--- src/rtl/clk_period_meter_if.sv ---
// Bus between clk_period_meter and its consumer.
// The meter drives the measurement results and samples the measured clock clk_in.
// high_time exists only when CLK_MEAS_DUTY_EN is defined.
interface clk_period_meter_if #(
  parameter int CNT_W = 16
);
  logic             clk_in;
  logic [CNT_W-1:0] period;
  logic             period_valid;
  logic             timeout;
  logic             stopped;
`ifdef CLK_MEAS_DUTY_EN
  logic [CNT_W-1:0] high_time;

  modport master (
    input  clk_in,
    output period, period_valid, timeout, stopped, high_time
  );

  modport slave (
    output clk_in,
    input  period, period_valid, timeout, stopped, high_time
  );
`else
  modport master (
    input  clk_in,
    output period, period_valid, timeout, stopped
  );

  modport slave (
    output clk_in,
    input  period, period_valid, timeout, stopped
  );
`endif
endinterface

--- src/rtl/clk_period_meter.sv ---
// clk_period_meter: measures the period of a slow asynchronous clock (clk_in) in
// cycles of clk. clk_in is synchronised, rising edges are detected and the clk
// cycles between consecutive rising edges are counted. A result is published with
// a one-cycle period_valid strobe; a missing edge for TIMEOUT cycles raises a
// one-cycle timeout pulse and the stopped level.
// Optional feature macro: CLK_MEAS_DUTY_EN adds a high-time counter and the
// high_time output (clk cycles clk_in was high during the last period).
module clk_period_meter #(
  parameter int CNT_W       = 16,
  parameter int TIMEOUT     = 65535,
  parameter int SYNC_STAGES = 2
) (
  input logic                clk,
  input logic                rst,
  clk_period_meter_if.master bus
);

  // Elaboration-time parameter sanity: the counter must never wrap before TIMEOUT.
  if (SYNC_STAGES < 2) begin : g_bad_sync
    $error("clk_period_meter: SYNC_STAGES must be at least 2");
  end
  if ((TIMEOUT < 2) || (longint'(TIMEOUT) > ((longint'(1) << CNT_W) - 1))) begin : g_bad_timeout
    $error("clk_period_meter: TIMEOUT must be in 2..2^CNT_W-1");
  end

  localparam logic [CNT_W-1:0] ONE       = {{(CNT_W-1){1'b0}}, 1'b1};
  localparam logic [CNT_W-1:0] TIMEOUT_C = CNT_W'(TIMEOUT);

  typedef enum logic {
    IDLE = 1'b0,
    MEAS = 1'b1
  } state_t;

  logic [SYNC_STAGES-1:0] sync_reg;
  logic                   s;
  logic                   s_d_reg;
  logic                   rise;

  state_t           state_reg, state_next;
  logic [CNT_W-1:0] cnt_reg, cnt_next;
  logic [CNT_W-1:0] period_reg, period_next;
  logic             period_valid_reg, period_valid_next;
  logic             timeout_reg, timeout_next;
  logic             stopped_reg, stopped_next;

  // Shift clk_in through the synchroniser chain; the last stage is safe to use.
  always_ff @(posedge clk or posedge rst) begin
    if (rst) begin
      sync_reg <= '0;
    end else begin
      sync_reg <= {sync_reg[SYNC_STAGES-2:0], bus.clk_in};
    end
  end

  assign s = sync_reg[SYNC_STAGES-1];

  // Delayed copy of the synchronised level for rising-edge detection.
  always_ff @(posedge clk or posedge rst) begin
    if (rst) begin
      s_d_reg <= 1'b0;
    end else begin
      s_d_reg <= s;
    end
  end

  assign rise = s & ~s_d_reg;

`ifdef CLK_MEAS_DUTY_EN
  logic [CNT_W-1:0] hi_cnt_reg, hi_cnt_next;
  logic [CNT_W-1:0] high_time_reg, high_time_next;
  logic [CNT_W-1:0] s_inc;

  // The high-time counter restarts on every rise, counting that cycle if s is high.
  assign s_inc = s ? ONE : '0;
`endif

  // Next-state logic: IDLE waits for the arming edge, MEAS counts and publishes.
  always_comb begin
    state_next        = state_reg;
    cnt_next          = cnt_reg;
    period_next       = period_reg;
    period_valid_next = 1'b0;
    timeout_next      = 1'b0;
    stopped_next      = stopped_reg;
`ifdef CLK_MEAS_DUTY_EN
    hi_cnt_next       = hi_cnt_reg;
    high_time_next    = high_time_reg;
`endif
    case (state_reg)
      IDLE: begin
        // The first edge only arms the measurement; nothing is published.
        if (rise) begin
          state_next = MEAS;
          cnt_next   = ONE;
`ifdef CLK_MEAS_DUTY_EN
          hi_cnt_next = s_inc;
`endif
        end
      end
      MEAS: begin
        if (rise) begin
          // A rise on the same cycle as cnt == TIMEOUT still counts as a valid period.
          period_next       = cnt_reg;
          period_valid_next = 1'b1;
          cnt_next          = ONE;
          stopped_next      = 1'b0;
`ifdef CLK_MEAS_DUTY_EN
          high_time_next = hi_cnt_reg;
          hi_cnt_next    = s_inc;
`endif
        end else if (cnt_reg == TIMEOUT_C) begin
          // Loss of clock: drop back to IDLE so a new edge must re-arm.
          timeout_next = 1'b1;
          stopped_next = 1'b1;
          state_next   = IDLE;
          cnt_next     = '0;
`ifdef CLK_MEAS_DUTY_EN
          hi_cnt_next = '0;
`endif
        end else begin
          cnt_next = cnt_reg + ONE;
`ifdef CLK_MEAS_DUTY_EN
          hi_cnt_next = hi_cnt_reg + s_inc;
`endif
        end
      end
      default: begin
        state_next = IDLE;
        cnt_next   = '0;
      end
    endcase
  end

  // State, counters and registered outputs; reset discards any partial count.
  always_ff @(posedge clk or posedge rst) begin
    if (rst) begin
      state_reg        <= IDLE;
      cnt_reg          <= '0;
      period_reg       <= '0;
      period_valid_reg <= 1'b0;
      timeout_reg      <= 1'b0;
      stopped_reg      <= 1'b0;
    end else begin
      state_reg        <= state_next;
      cnt_reg          <= cnt_next;
      period_reg       <= period_next;
      period_valid_reg <= period_valid_next;
      timeout_reg      <= timeout_next;
      stopped_reg      <= stopped_next;
    end
  end

`ifdef CLK_MEAS_DUTY_EN
  // High-time counter and its published value.
  always_ff @(posedge clk or posedge rst) begin
    if (rst) begin
      hi_cnt_reg    <= '0;
      high_time_reg <= '0;
    end else begin
      hi_cnt_reg    <= hi_cnt_next;
      high_time_reg <= high_time_next;
    end
  end

  assign bus.high_time = high_time_reg;
`endif

  assign bus.period       = period_reg;
  assign bus.period_valid = period_valid_reg;
  assign bus.timeout      = timeout_reg;
  assign bus.stopped      = stopped_reg;

endmodule
--- src/flat_wrapper.sv ---
// flat-port wrapper written by rule: the top's interface ports become plain ports
module clk_period_meter_flat 
#(
  parameter int CNT_W       = 16,
  parameter int TIMEOUT     = 65535,
  parameter int SYNC_STAGES = 2
)
  (clk, rst, bus_clk_in, bus_period, bus_period_valid, bus_timeout, bus_stopped);
  clk_period_meter_if #(.CNT_W(CNT_W)) bus_i ();
  input logic clk;
  input logic rst;
  input wire logic [$bits(bus_i.clk_in)-1:0] bus_clk_in;
  output wire logic [$bits(bus_i.period)-1:0] bus_period;
  output wire logic [$bits(bus_i.period_valid)-1:0] bus_period_valid;
  output wire logic [$bits(bus_i.timeout)-1:0] bus_timeout;
  output wire logic [$bits(bus_i.stopped)-1:0] bus_stopped;
  assign bus_i.clk_in = bus_clk_in;
  assign bus_period = bus_i.period;
  assign bus_period_valid = bus_i.period_valid;
  assign bus_timeout = bus_i.timeout;
  assign bus_stopped = bus_i.stopped;
  clk_period_meter #(.CNT_W(CNT_W), .TIMEOUT(TIMEOUT), .SYNC_STAGES(SYNC_STAGES)) u_core (.clk(clk), .rst(rst), .bus(bus_i));
endmodule
--- config.mk ---
export PLATFORM = sky130hd
export DESIGN_NAME = clk_period_meter_flat
export DESIGN_NICKNAME = d
export VERILOG_FILES = /design/src/rtl/clk_period_meter_if.sv /design/src/rtl/clk_period_meter.sv /design/src/flat_wrapper.sv
export SDC_FILE = /design/constraint.sdc
export NUM_CORES = 1
export LEC_CHECK = 0
export CAP_MARGIN = 25
export CELL_PAD_IN_SITES_DETAIL_PLACEMENT = 1
export CELL_PAD_IN_SITES_GLOBAL_PLACEMENT = 2
export CORE_MARGIN = 8
export CORE_UTILIZATION = 30
export CTS_CLUSTER_DIAMETER = 40
export DETAILED_ROUTE_END_ITERATION = 16
export PLACE_DENSITY_LB_ADDON = 0.12
export RECOVER_POWER = 25
export REMOVE_ABC_BUFFERS = 1
export SYNTH_ARGS = -nofsm -noshare
export SYNTH_HDL_FRONTEND = slang
export SYNTH_SLANG_ARGS = --single-unit
export TNS_END_PERCENT = 100
--- constraint.sdc ---
create_clock -name clk -period 1.5 [get_ports clk]
set_input_delay 0.225 -clock clk [delete_from_list [all_inputs] [get_ports clk]]
set_output_delay 0.225 -clock clk [all_outputs]
set_load 0.02 [all_outputs]
# Word level (Yosys, flattened, before mapping)
# Cells that the tools add are included.
# totals
in_bits,3
ff_bits,39
wordCells,31
output_inout_bits,19
# classes
n_mux,14
n_addsub,1
bitwise,3
n_reduce_logical,3
n_eq_ne,2
# op_table
operator,count
two-way mux 16 bit,3
case mux 16 bit (2 select lines),1
"adder 16 x 1 -> 16 bit, second input constant",1
"equality test 16 bit, second input constant",1
two-way mux 1 bit,9
AND reduction 2 bit,2
"!= test 2 x 1 -> 1 bit, second input constant",1
NOT 1 bit,2
case mux 1 bit (2 select lines),1
nonzero test 2 bit,1
bitwise AND 1 bit,1

# Longest topological paths before layout
# Gate-level depths: netlist of the first run.
# depth
depth_word,4
ltp_mapped,6

# Worst setup path after synthesis of the first run
# OpenSTA, ideal clock, no wires.
# synth_path
path_type,flip-flop to flip-flop
startpoint,register u_core.cnt_reg[0]
endpoint,register u_core.cnt_reg[9]
setup_time_ps,99
stages_incl_launch_ff,7
synth_period_minus_slack_ps,1635
slack_ps,-135
arrival_ps,1535
path_cell_list,dfrtp_1 ha_1 and4_1 clkbuf_1 nand4_1 o21ai_0 a311oi_1
# synth_via
elab_chain_len,4
elab_cells_between_ends,5
cone_classes,add/sub (1); eq/ne (1); mux (3)
# synth_lines
element,line,rtl
from (decl),clk_period_meter.sv:40,"logic [CNT_W-1:0] cnt_reg, cnt_next;"
from (signal assigned),clk_period_meter.sv:145,cnt_reg <= cnt_next;
adder 16 x 1 -> 16 bit or equality test 16 bit (tied branches),"clk_period_meter.sv:121, clk_period_meter.sv:111",
two-way mux 16 bit *,clk_period_meter.sv:111,end else if (cnt_reg == TIMEOUT_C) begin
two-way mux 16 bit *,clk_period_meter.sv:101,if (rise) begin
case mux 16 bit (2 select lines) *,clk_period_meter.sv:89,case (state_reg)
# Mark *: on every way between the ends. The rest lies on a longest branch, timed or not.
# A chain may end at the register's enable or synchronous reset.

# Worst setup path after layout of the first run
# layout_path
startpoint,register u_core.cnt_reg[3]
endpoint,register u_core.cnt_reg[15]
# Same word-level chain as after synthesis.

==> reports/qor.yml, run 1 <==
synth:
  synth_cells: 147
  synthDistinctLibCells: 32
  ys_seq_area_share_pct: 57.65
  yosys_warnings: 0
  synth_area_sq_um: 1693
  ys_ff_latch: 39
  synth_area_per_cell_sq_um: 11.52
drt:
  initialDrtViolationCount: 56
  ant_nets: 0
  drc_errors: 0
  wl_per_cell_um: 15.14
  viasPerCell: 4.883
  drtPass1Iterations: 4
  vias: 1338
  routed_wirelength_um: 4147
critical_path:
  worstPathArrival_ns: 1.75
  rr_startpoint: "u_core.cnt_reg[3]$_DFFE_PP0P_"
  reg2regPathDepth: 4
  cp_max_fo: 9
  cp-start-kind: "flip-flop"
  critPathRequiredTime_ns: 1.71
  crit_path_end_kind: "flip-flop"
  path_class: "flip-flop to flip-flop"
  critPathLaunch: "u_core.cnt_reg[3]$_DFFE_PP0P_"
floorplan:
  pin_count: 22
  dieArea_sq_um: 8303
  die_h_um: 91.12
  start_util_pct: 30.93
  die_width_um: 91.12
  core_sq_um: 5473
  fp-row-count: 27
global_routing:
  track_usage_pct: 10.33
  antenna_found_initial: 0
  first_global_vias: 1416
  grt_overflow: 0
  grt_pass1_wl_um: 6900
  grt_max_degree: 40
timing:
  fmax_ghz: 0.6512
  setup-violations-final: 1
  rsz0062_at_grt: "yes"
  period_share_pct: 102.4
  worst_pin_slew_ns: 0.9853
  maxSlewHeadroom_pct: 34.31
  fin_ws_ns: -0.03557
  skew_ns: 0.005217
  hold_violations: 0
  layout_min_cycle_time_ns: 1.536
  report.final.slew_viol_count: 0
finish:
  multiInputGateArea_sq_um: 721.9
  area_growth_pct: 42.42
  final_nets: 205
  seq_area_sq_um: 975.9
  fillers: 606
  antenna_cells: 0
  layout-drive-gt1-share_pct: 34.16
  post-route-util_pct: 44.06
placement:
  pre_cts_slack_ns: -0.1858
  routabilityCongestion: 0.7446
  portBuffers: 21
  hpwl_um: 2870
run_status:
  violations: "setup timing"
  status: "finished with violations"
run:
  cap_violations: 0
clocking:
  cts.reportedPaths.clkPinSlew_ns: 0.08
  cts_buffers: 5
  clock-root-buffer: "clkbuf_8"
  cts_tree: "yes"
  htreeDepth: 2
  ctsHoldBuffers: 0
  clockBufferDepth: 2
  clk_latency_ns: 0.29
  clkSinkCount: 39
min_path:
  hp-start: "u_core.sync_reg[0]$_DFF_PP0_"
  hp-class: "flip-flop to flip-flop"
  hold_path_depth: 0
power:
  cellPowerDensity_nw_per_um2: 1076
  p_total_mw: 2.594
  leakage_nw: 1.422
  ir_drop_mv: 0.6244
[kinds of logic after synthesis]
logic type / count (synthesis) / share of synthesized area (%)
adder cells (fa/ha/maj): 1 / 0.7390
buffers and inverters: 11 / 3.030
XOR/XNOR: 6 / 3.104
AO/OA/AOI/OAI: 21 / 7.835
flip-flops: 39 / 57.65
multiplexers: 16 / 10.64
AND/OR/NAND/NOR: 53 / 17.00
[report_power, final]
group          switching, mW  internal (mW)  leakage [nW]
registers             0.0693           1.15         0.520
clock network          0.360          0.420        0.0515
logic                  0.284          0.311         0.851
total                  0.713           1.88          1.42
[layer usage]
metal  part of all wire [%]  global-route usage, %  up-vias  routed length [um]
met2                     48                  16.26       21                2001
met3                    4.6                  4.362        5                 192
li1                       -                      -      631                   -
met4                    1.6                  4.229        0                  65
met5                      0                      0        -                   0
met1                     46                  12.13      681                1887
[path summary, 6_finish.rpt]
check | end | slack (ns)
worst max-delay path | u_core.cnt_reg[15]$_DFFE_PP0P_ | -0.04
worst min-delay path | u_core.sync_reg[1]$_DFF_PP0_ | 0.35
worst max register to register | u_core.cnt_reg[15]$_DFFE_PP0P_ | -0.04
worst min register to register | u_core.sync_reg[1]$_DFF_PP0_ | 0.35
max in group asynchronous | u_core.bus.period[14]$_DFFE_PP0P_ | 0.21
min in group asynchronous | u_core.cnt_reg[6]$_DFFE_PP0P_ | 0.68
[worst max-delay path, stage by stage, from the launching register on]
cell and delay [ns]:
dfrtp_1 0.42, and3_4 0.23, nand3_4 0.11, or4_1 0.50, a31oi_1 0.19
[placed cells by master (no fill, tap or decap), drive strengths merged, types with 3 or more instances in the layout]
master	count
o21ai	5
and4	3
dlymetal6s2s	18
a31oi	3
mux2	16
dfrtp	39
or4	3
nand4	4
nand2	17
clkbuf	9
and3	5
buf	32
xor2	6
nor2	7
a311oi	3
inv	4
a21oi	6
nand3	7
[through the flow]
stage	TNS [ns]	instances	hold slack (ns)	area [sq um]
floorplan	-9.050	140	0.2564	1657
global placement	-0.2419	260	0.3383	2172
detailed placement	-0.5862	260	0.3405	2172
CTS	0	272	0.2935	2320
global route	-0.2627	274	0.3707	2411
finish	-0.03557	274	0.3548	2411
[what timing repair did]
item / CTS / global route
resized for setup: 6 / 28
setup buffers: 4 / 2
setup endpoints to repair: 10 / 27
pin swaps: 2 / 6
[final cells by class]
cell class,count,area share (%)
well taps,72,3.736
repair buffers,54,21.07
flip-flops and latches,39,40.48
multi-input cells,97,29.94
inverters,4,0.6227
clock buffers,8,4.152
[Yosys cell counts]
master / instances / area share [%]
nor4_1: 1 / 0.37
buf_2: 2 / 0.59
buf_6: 1 / 0.67
dfrtp_1: 39 / 58
nor3_1: 2 / 0.59
a41oi_1: 1 / 0.52
clkbuf_1: 4 / 0.89
o21a_1: 1 / 0.44
nor2_1: 7 / 1.6
nand2_4: 1 / 0.67
nand2_1: 16 / 3.5
o31ai_1: 1 / 0.44
nand2b_1: 2 / 0.74
mux2_2: 16 / 11
nand3_1: 6 / 1.8
and3_2: 1 / 0.44
nand4_1: 4 / 1.5
and4_4: 1 / 0.67
inv_1: 4 / 0.89
ha_1: 1 / 0.74
nor2b_1: 1 / 0.37
nand3_2: 1 / 0.59
or4_1: 3 / 1.3
a31oi_1: 3 / 1.1
a311oi_1: 3 / 1.6
and4_1: 2 / 1.0
or3_1: 1 / 0.37
o21ai_0: 5 / 1.5
and3_1: 4 / 1.5
xor2_1: 6 / 3.1
a21oi_1: 6 / 1.8
o311ai_0: 1 / 0.52
(Power assumes the default switching activity.)
==> inputs of run 2 (changes only) <==
- CORE_UTILIZATION: 30 -> 32
- GPL_ROUTABILITY_DRIVEN: unset -> 0
==> run 2 against run 1 <==
The flow still finishes with violations (setup timing). Hold slack improved by 0.011 ns. Largest power group unchanged. Via count increased by 1.7%. Clock power increased by 34%. Non-clock buffer count increased by 6. Cell area increased by 3.4%. Setup slack improved by 0.015 ns.
==> reports/qor.yml, run 2 (synthesis results as in run 1) <==
clocking:
  ctsHoldBuffers: 0  # unchanged
  clockBufferDepth: 2  # unchanged
  clock-root-buffer: "clkbuf_8"
  clk_latency_ns: 0.30  # about the same
  htreeDepth: 2  # unchanged
  clkSinkCount: 39  # unchanged
  cts_buffers: 5  # unchanged
  cts.reportedPaths.clkPinSlew_ns: 0.08  # about the same
  cts_tree: "yes"
finish:
  final_area_sq_um: 2494  # +3.4%
  layout-drive-gt1-share_pct: 38.46  # +4.3 points
  final_cells: 278  # +1.5%
  area_growth_pct: 47.30
  final_nets: 211  # +2.9%
  final_common_cell: "dfrtp_1"
  final_cell_mix: "39 x dfrtp_1, 36 x buf_4, 16 x mux2_2"
  antenna_cells: 0  # unchanged
  fillers: 568  # -6.3%
global_routing:
  track_usage_pct: 11.53  # +1.2 points
  grt_use_met2_pct: 19.07  # +2.8 points
  grt_use_met3_pct: 3.714  # -0.65 points
  grt_max_degree: 40  # unchanged
  grt_overflow: 0  # unchanged
  top_usage_layer: "met2"
  grt_pass1_wl_um: 6941  # +0.59%
  antenna_found_initial: 0  # unchanged
  grt_use_met1_pct: 13.24  # +1.1 points
  first_global_vias: 1471  # +3.9%
drt:
  initialDrtViolationCount: 52  # -7.1%
  drtPass1Iterations: 4  # unchanged
  routed_wirelength_um: 4193  # +1.1%
  drc_errors: 0  # unchanged
  ant_nets: 0  # unchanged
  viasPerCell: 4.896  # +0.26%
  vias: 1361  # +1.7%
  wl_per_cell_um: 15.08  # -0.35%
critical_path:
  cp_max_fo: 4  # -5
  crit_path_cell_trace: "and4_4 -> buf_6 -> nand3_4 -> or4_1 -> o21ai_1"
  cpPeakStageDelay_ns: 0.52  # +0.02 ns
  rr_startpoint: "u_core.cnt_reg[5]$_DFFE_PP0P_"
  crit_path_end_kind: "flip-flop"
  critPathLaunch: "u_core.cnt_reg[5]$_DFFE_PP0P_"
  critPathRequiredTime_ns: 1.71  # about the same
  crit_slowest_cell: "or4_1"
  worstPathArrival_ns: 1.74  # about the same
  path_class: "flip-flop to flip-flop"
  cp-start-kind: "flip-flop"
floorplan:
  die_h_um: 88.74  # -2.6%
  pin_count: 22  # unchanged
  dieArea_sq_um: 7874  # -5.2%
  fp-row-count: 26  # -3.7%
  start_util_pct: 33.15  # +2.2 points
  core_sq_um: 5107  # -6.7%
  die_width_um: 88.74  # -2.6%
timing:
  fmax_ghz: 0.6579  # +1.0%
  worst_pin_slew_ns: 0.9688  # -0.01647 ns
  report.final.slew_viol_count: 0  # unchanged
  layout_min_cycle_time_ns: 1.520  # -0.01549 ns
  skew_ns: 0.01077  # +0.005549 ns
  period_share_pct: 101.3  # -1.0 points
  hold_violations: 0  # unchanged
  maxSlewHeadroom_pct: 35.41  # +1.1 points
  rsz0062_at_grt: "yes"
  setup-violations-final: 2  # +1
  fin_ws_ns: -0.02008  # +0.01549 ns
run_status:
  status: "finished with violations"
  violations: "setup timing"
min_path:
  hp-start: "u_core.sync_reg[0]$_DFF_PP0_"
  hp-class: "flip-flop to flip-flop"
placement:
  placed_cells: 259  # -0.38%
  portBuffers: 21  # unchanged
  hpwl_um: 2966  # +3.3%
  placed_cell_area_sq_um: 2177  # +0.23%
  pre_cts_slack_ns: -0.1085  # +0.07728 ns
power:
  ir_drop_mv: 0.5838  # -6.5%
  cellPowerDensity_nw_per_um2: 1122  # +4.3%
  leakage_nw: 1.387  # -2.5%
  p_total_mw: 2.798  # +7.8%
run:
  cap_violations: 0  # unchanged
-- run 2: final cells by class --
class	instances	area (sq um)	share of cell area (%)
Inverter	4	15.01	0.6021
Tap cell	70	87.58	3.512
Sequential cell	39	975.9	39.14
Timing Repair Buffer	60	540.5	21.68
Clock buffer	6	72.57	2.910
Multi-Input combinational cell	97	742.0	29.75
Clock inverter	2	60.06	2.408
-- run 2: timing repair --
| action | in CTS | in global routing |
|---|---|---|
| gates resized for setup | 7 | 32 |
| setup endpoints to repair | 12 | 25 |
| setup buffers | 4 | 7 |
| hold endpoints to repair | 0 | 0 |
| pin swaps | 2 | 17 |
-- run 2: critical path: cells and delay by family (launching register included) --
kind / cells / cell delay, ns
simple gates: 3 / 0.87
flops: 1 / 0.35
buf+inv: 1 / 0.12
compound gates: 1 / 0.09
-- run 2: metal layers --
layer | up-vias | wire [um]
met1 | 691 | 1831
met3 | 7 | 198
met5 | - | 0
li1 | 646 | -
met2 | 17 | 2097
met4 | 0 | 66
-- run 2: power breakdown --
group	switching, mW	total [mW]	internal (mW)
clock network	0.373	1.04	0.665
logic	0.264	0.551	0.287
registers	0.0577	1.21	1.15
-- run 2: final timing paths --
kind | end | cells past startpoint | slack, ns
hold / removal | u_core.sync_reg[1]$_DFF_PP0_ | 0 | 0.37
setup / recovery | u_core.cnt_reg[13]$_DFFE_PP0P_ | 5 | -0.02
max in group asynchronous | u_core.cnt_reg[4]$_DFFE_PP0P_ | 3 | 0.21
min in group asynchronous | u_core.bus.period_valid$_DFF_PP0_ | 3 | 0.68
hold reg to reg | u_core.sync_reg[1]$_DFF_PP0_ | 0 | 0.37
setup reg to reg | u_core.cnt_reg[13]$_DFFE_PP0P_ | 5 | -0.02
-- run 2: metrics by stage --
stage                     setup TNS, ns  utilization, %  hold WS (ns)
final                          -0.03542           48.82        0.3658
after detailed placement        -0.5469           42.63        0.3524
after global placement          -0.2392           42.63        0.3370
after CTS                             0           46.01        0.3091
after global routing            -0.2042           48.82        0.3967
after floorplan                  -9.050               -        0.2564
